<file path="src/rtl/fulladder_seq_ctrl.sv">
// Bit-serial sequencer for the registered, clock-gated fulladder datapath.
// Scan-mode entry and the SCAN state are built only when FA_CTRL_SCAN_EN is defined.
//
// state | meaning
// IDLE  | ready for a request (or scan entry)
// LOAD  | adder input regs capture bit i and carry
// EVAL  | adder output regs capture sum/carry
// CAPT  | clock gated off, store sum[i] and carry
// DONE  | result held until rsp_ready
// SCAN  | clock mux on scan clock, ungated

module fulladder_seq_ctrl #(
    parameter int WIDTH = 8
) (
    input  logic             Clock,
    input  logic             Reset,
    input  logic             req_valid,
    output logic             req_ready,
    input  logic [WIDTH-1:0] req_a,
    input  logic [WIDTH-1:0] req_b,
    input  logic             req_cin,
    output logic             rsp_valid,
    input  logic             rsp_ready,
    output logic [WIDTH-1:0] rsp_sum,
    output logic             rsp_cout,
    output logic             fa_a,
    output logic             fa_b,
    output logic             fa_c,
    input  logic             fa_sum,
    input  logic             fa_carry,
    output logic             cg_en,
    input  logic             scan_req,
    output logic             Scan_en
);

    localparam int IW = (WIDTH > 1) ? $clog2(WIDTH) : 1;

    typedef enum logic [2:0] {
        IDLE, LOAD, EVAL, CAPT, DONE
`ifdef FA_CTRL_SCAN_EN
        , SCAN
`endif
    } state_t;

    state_t           state_q, state_d;
    logic [WIDTH-1:0] a_q, b_q, sum_q;
    logic             carry_q;
    logic [IW-1:0]    idx_q, idx_n;
    logic             last_bit;
    logic             cg_en_d;

    assign idx_n    = idx_q + IW'(1);
    assign last_bit = (idx_q == IW'(WIDTH - 1));

    always_comb begin
        state_d = state_q;
        cg_en_d = 1'b0;
        case (state_q)
            IDLE: begin
`ifdef FA_CTRL_SCAN_EN
                if (scan_req)
                    state_d = SCAN;
                else if (req_valid)
                    state_d = LOAD;
`else
                if (req_valid)
                    state_d = LOAD;
`endif
            end
            LOAD: state_d = EVAL;
            EVAL: state_d = CAPT;
            CAPT: state_d = last_bit ? DONE : LOAD;
            DONE: if (rsp_ready) state_d = IDLE;
`ifdef FA_CTRL_SCAN_EN
            SCAN: if (!scan_req) state_d = IDLE;
`endif
            default: state_d = IDLE;
        endcase

        // cg_en is registered, so it is decoded from the state being entered
        if (state_d == LOAD || state_d == EVAL)
            cg_en_d = 1'b1;
`ifdef FA_CTRL_SCAN_EN
        if (state_d == SCAN)
            cg_en_d = 1'b1;
`endif
    end

    always_ff @(posedge Clock) begin
        if (Reset) begin
            state_q <= IDLE;
            a_q     <= '0;
            b_q     <= '0;
            sum_q   <= '0;
            carry_q <= 1'b0;
            idx_q   <= '0;
            fa_a    <= 1'b0;
            fa_b    <= 1'b0;
            fa_c    <= 1'b0;
            cg_en   <= 1'b0;
        end else begin
            state_q <= state_d;
            cg_en   <= cg_en_d;
            if (state_q == IDLE && state_d == LOAD) begin
                a_q     <= req_a;
                b_q     <= req_b;
                carry_q <= req_cin;
                idx_q   <= '0;
                fa_a    <= req_a[0];
                fa_b    <= req_b[0];
                fa_c    <= req_cin;
            end
            if (state_q == CAPT) begin
                sum_q[idx_q] <= fa_sum;
                carry_q      <= fa_carry;
                if (!last_bit) begin
                    idx_q <= idx_n;
                    fa_a  <= a_q[idx_n];
                    fa_b  <= b_q[idx_n];
                    fa_c  <= fa_carry;
                end
            end
        end
    end

`ifdef FA_CTRL_SCAN_EN
    always_ff @(posedge Clock) begin
        if (Reset)
            Scan_en <= 1'b0;
        else
            Scan_en <= (state_d == SCAN);
    end
`else
    logic unused_scan_req;
    assign unused_scan_req = scan_req;
    assign Scan_en         = 1'b0;
`endif

    assign req_ready = (state_q == IDLE) && !Reset;
    assign rsp_valid = (state_q == DONE);
    assign rsp_sum   = sum_q;
    assign rsp_cout  = carry_q;

endmodule

</file>
<file path="config.mk">
export PLATFORM = sky130hd
export DESIGN_NAME = fulladder_seq_ctrl
export DESIGN_NICKNAME = d
export VERILOG_FILES = /design/src/rtl/fulladder_seq_ctrl.sv
export SDC_FILE = /design/constraint.sdc
export NUM_CORES = 1
export LEC_CHECK = 0
export CORE_MARGIN = 4
export CORE_UTILIZATION = 52
export CTS_CLUSTER_DIAMETER = 30
export DETAILED_ROUTE_END_ITERATION = 8
export GPL_TIMING_DRIVEN = 0
export HOLD_SLACK_MARGIN = 0.06
export PLACE_DENSITY = 0.84
export SETUP_SLACK_MARGIN = 0.02
export SLEW_MARGIN = 20
export SYNTH_ARGS = -nofsm -noshare
export SYNTH_HDL_FRONTEND = slang
export SYNTH_SLANG_ARGS = --single-unit
</file>
<file path="constraint.sdc">
create_clock -name Clock -period 2.82 [get_ports Clock]
set_input_delay 0.846 -clock Clock [delete_from_list [all_inputs] [get_ports Clock]]
set_output_delay 0.846 -clock Clock [all_outputs]
set_load 0.02 [all_outputs]
</file>
==> reports/qor.txt <==
Status: finished, final reports clean
Pwr/cell area: 510 mW/mm^2
Max-Cap Viols: 0
Layout cells sized above 1: 11.8%
Setup WS pre-CTS: 0.0370 ns
Main combinational cell family by area after synthesis: simple AND/OR/NAND/NOR gates
Worst Setup Start Kind: flop
Met2 Track Usage GR: 34.3%
Top cells by area, synth: dfxtp_1 44%, nand2_1 10%, a21oi_1 7.3%
Yosys cell types: 32
Lkg Pwr: 0.000781 uW
Vias: 1409
Clock Skew: 0.0111 ns
Netlist Area Pre-Place: 0.00158 sq mm
Final period util: 93.6%
Area Overhead vs Synth: 29.2%
Commonest cells in the netlist: 43 x nand2_1, 35 x dfxtp_1, 23 x a21oi_1, 12 x nor2_1, 7 x mux2i_1
Total power: 1040 uW
Dpl cells: 244
Post-synthesis mux area share: 10.2%
Peak VDD IR: 310 uV
Syn nets: 204
Total CTS buffers: 5
Ys flop type: dfxtp_1
Tmin final: 2.64 ns
Post-synthesis compound-gate area fraction: 10.6%
Area of the die: 0.00398 sq mm
Via density: 5.59
Crit Path Class: flop to primary output
Synth async-reset ratio: 0%
Post-detail-place hpwl: 2730 um
Pin count of the biggest net entering global routing: 11
Simple logic cell fraction of the synthesized area: 26.3%
GRT met1 Usage: 20.4%
Antenna-violating nets left: 0
DIE HEIGHT: 63.1 um
Quantity of hold-fixing buffers added after cts: 0
First-pass GRT wire length: 5980 um
Critical Path RT: 1.97 ns
CTS max path bufs: 2
Worst hold path type: flop to flop
Number of synthesized flops with an enable pin: 0
Top Usage Layer GRT: met2
Yosys reg bits: 35
CP Capture Type: primary output
Worst-Skew Late Latency: 0.34 ns
CP Data Arrival Time: 1.79 ns
CTS tree: done
All-Layer GR Usage: 19.2%
Core Box Area: 0.00283 sq mm
CP max FO: 10
Worst setup margin: 0.181 ns
Io pins: 40
Max Clk Rate: 379 MHz
Leading area contributor after synthesis: dfxtp_1
# setup viols final: 0
WL per Instance: 14.5 um
GP Congestion: 0.858
Initial Utilization: 55.8%
Reg clk slew, reported paths: 0.10 ns
Initial DRC Count: 82
# nets final: 246
Clk sink count: 35
Final Hold Vio Count: 0
Clock root cell: clkbuf_4
Setup_tns: 0 ns
Cell count after synthesis: 178
Pre-antenna DRT Iters: 4
Synth Area in Adders: 1.59%
CTS HTree Levels: 2
Core occupancy in the finished layout: 72.0%
XOR/XNOR Fraction of Synth Area: 0.555%
Ant. Diodes: 0
RSZ-0062 raised after global routing: no
Most frequent cell after synthesis: nand2_1
Routed wire length: 3660 um
Grt ovf: 0
Num rows: 19
Max Slew Vio Count: 0
Die Wd: 63.1 um
Antenna violations before repair: 0
Yosys top cell area share: 44.4%
GR Layer Usage met3: 4.97%
Vias in the first global route: 1365
Buffers on Ports: 35
Synthesized area per cell: 8.86 sq um
Number of synthesis warnings: 0
Finished Layout Cells: 252
Seq/Total Area, Yosys: 44.4%
DRC violations left: 0
worst max-delay path, stage by stage (launching register included):
cell	delay, ns
dfxtp_1	0.36
buf_4	0.19
nor3b_1	0.25
clkdlybuf4s50_1	0.65
timing repair:
| item | CTS | global route |
|---|---|---|
| gates resized for setup | 0 | 1 |
| setup buffers | 0 | 0 |
| endpoints found under the setup margin | 0 | 1 |
cell families after synthesis:
kind of cell | Yosys count
AO/OA/AOI/OAI | 30
XOR/XNOR | 1
other | 1
buffers and inverters | 17
adder cells (fa/ha/maj) | 2
multiplexers | 11
flip-flops | 35
AND/OR/NAND/NOR | 81
placed cells by master, fill, tap and decap left out, types with 2 or more instances in the layout:
| cell | count |
|---|---|
| clkbuf_4 | 5 |
| nand3_1 | 4 |
| a311oi_1 | 4 |
| nand2_1 | 43 |
| nor3b_1 | 3 |
| buf_2 | 4 |
| o22ai_1 | 2 |
| mux4_2 | 4 |
| dfxtp_1 | 35 |
| nor3_1 | 4 |
| clkbuf_8 | 2 |
| clkdlybuf4s50_1 | 34 |
| buf_6 | 2 |
| a21oi_1 | 23 |
| nand2b_1 | 3 |
| ha_1 | 2 |
| buf_4 | 3 |
| mux2i_1 | 7 |
| clkbuf_1 | 7 |
| nand3b_1 | 3 |
| nor2_1 | 12 |
routing by layer:
layer / up-vias / routed length [um]
met2: 37 / 1920
met3: 9 / 190
met4: 0 / 87
li1: 694 / -
met5: - / 0
met1: 669 / 1460
per-stage QoR:
stage / cell area (sq um) / hold slack [ns]
6_report: 2040 / 0.466
5_1_grt: 2040 / 0.488
4_1_cts: 2040 / 0.464
3_5_place_dp: 1970 / 0.451
3_3_place_gp: 1970 / 0.440
2_1_floorplan: 1580 / 0.433
where the power goes:
part	internal, uW	total, uW	switching [uW]	leakage, uW
Sequential	524	541	16.8	0.000286
Clock	147	306	160	0.0000386
Combinational	93.0	192	99.1	0.000457
Total	764	1040	276	0.000781
sequential cells by signal, summed over array words and instances, names as in the netlist:
signal	cells
rsp_sum	8
b_q	8
fa_c	1
fa_b	1
a_q	8
state_q	3
idx_q	3
rsp_cout	1
fa_a	1
cg_en	1
final timing paths:
path	start	end	slack (ns)	cells past startpoint
max	state_q[0]$_SDFF_PP0_	rsp_valid	0.18	3
min	a_q[1]$_SDFFE_PP0P_	a_q[1]$_SDFFE_PP0P_	0.47	2
max reg2reg	idx_q[0]$_SDFF_PP0_	fa_b$_SDFF_PP0_	1.10	5
min reg2reg	a_q[1]$_SDFFE_PP0P_	a_q[1]$_SDFFE_PP0P_	0.47	2
final cells by class:
class	count	area, sq um
plain buffers	16	92.6
fillers	221	791
clock buffers	8	68.8
inverters	1	3.75
flip-flops and latches	35	701
repair buffers	35	353
well taps	31	38.8
multi-input cells	126	781
Power figures use the tool's default switching activity.
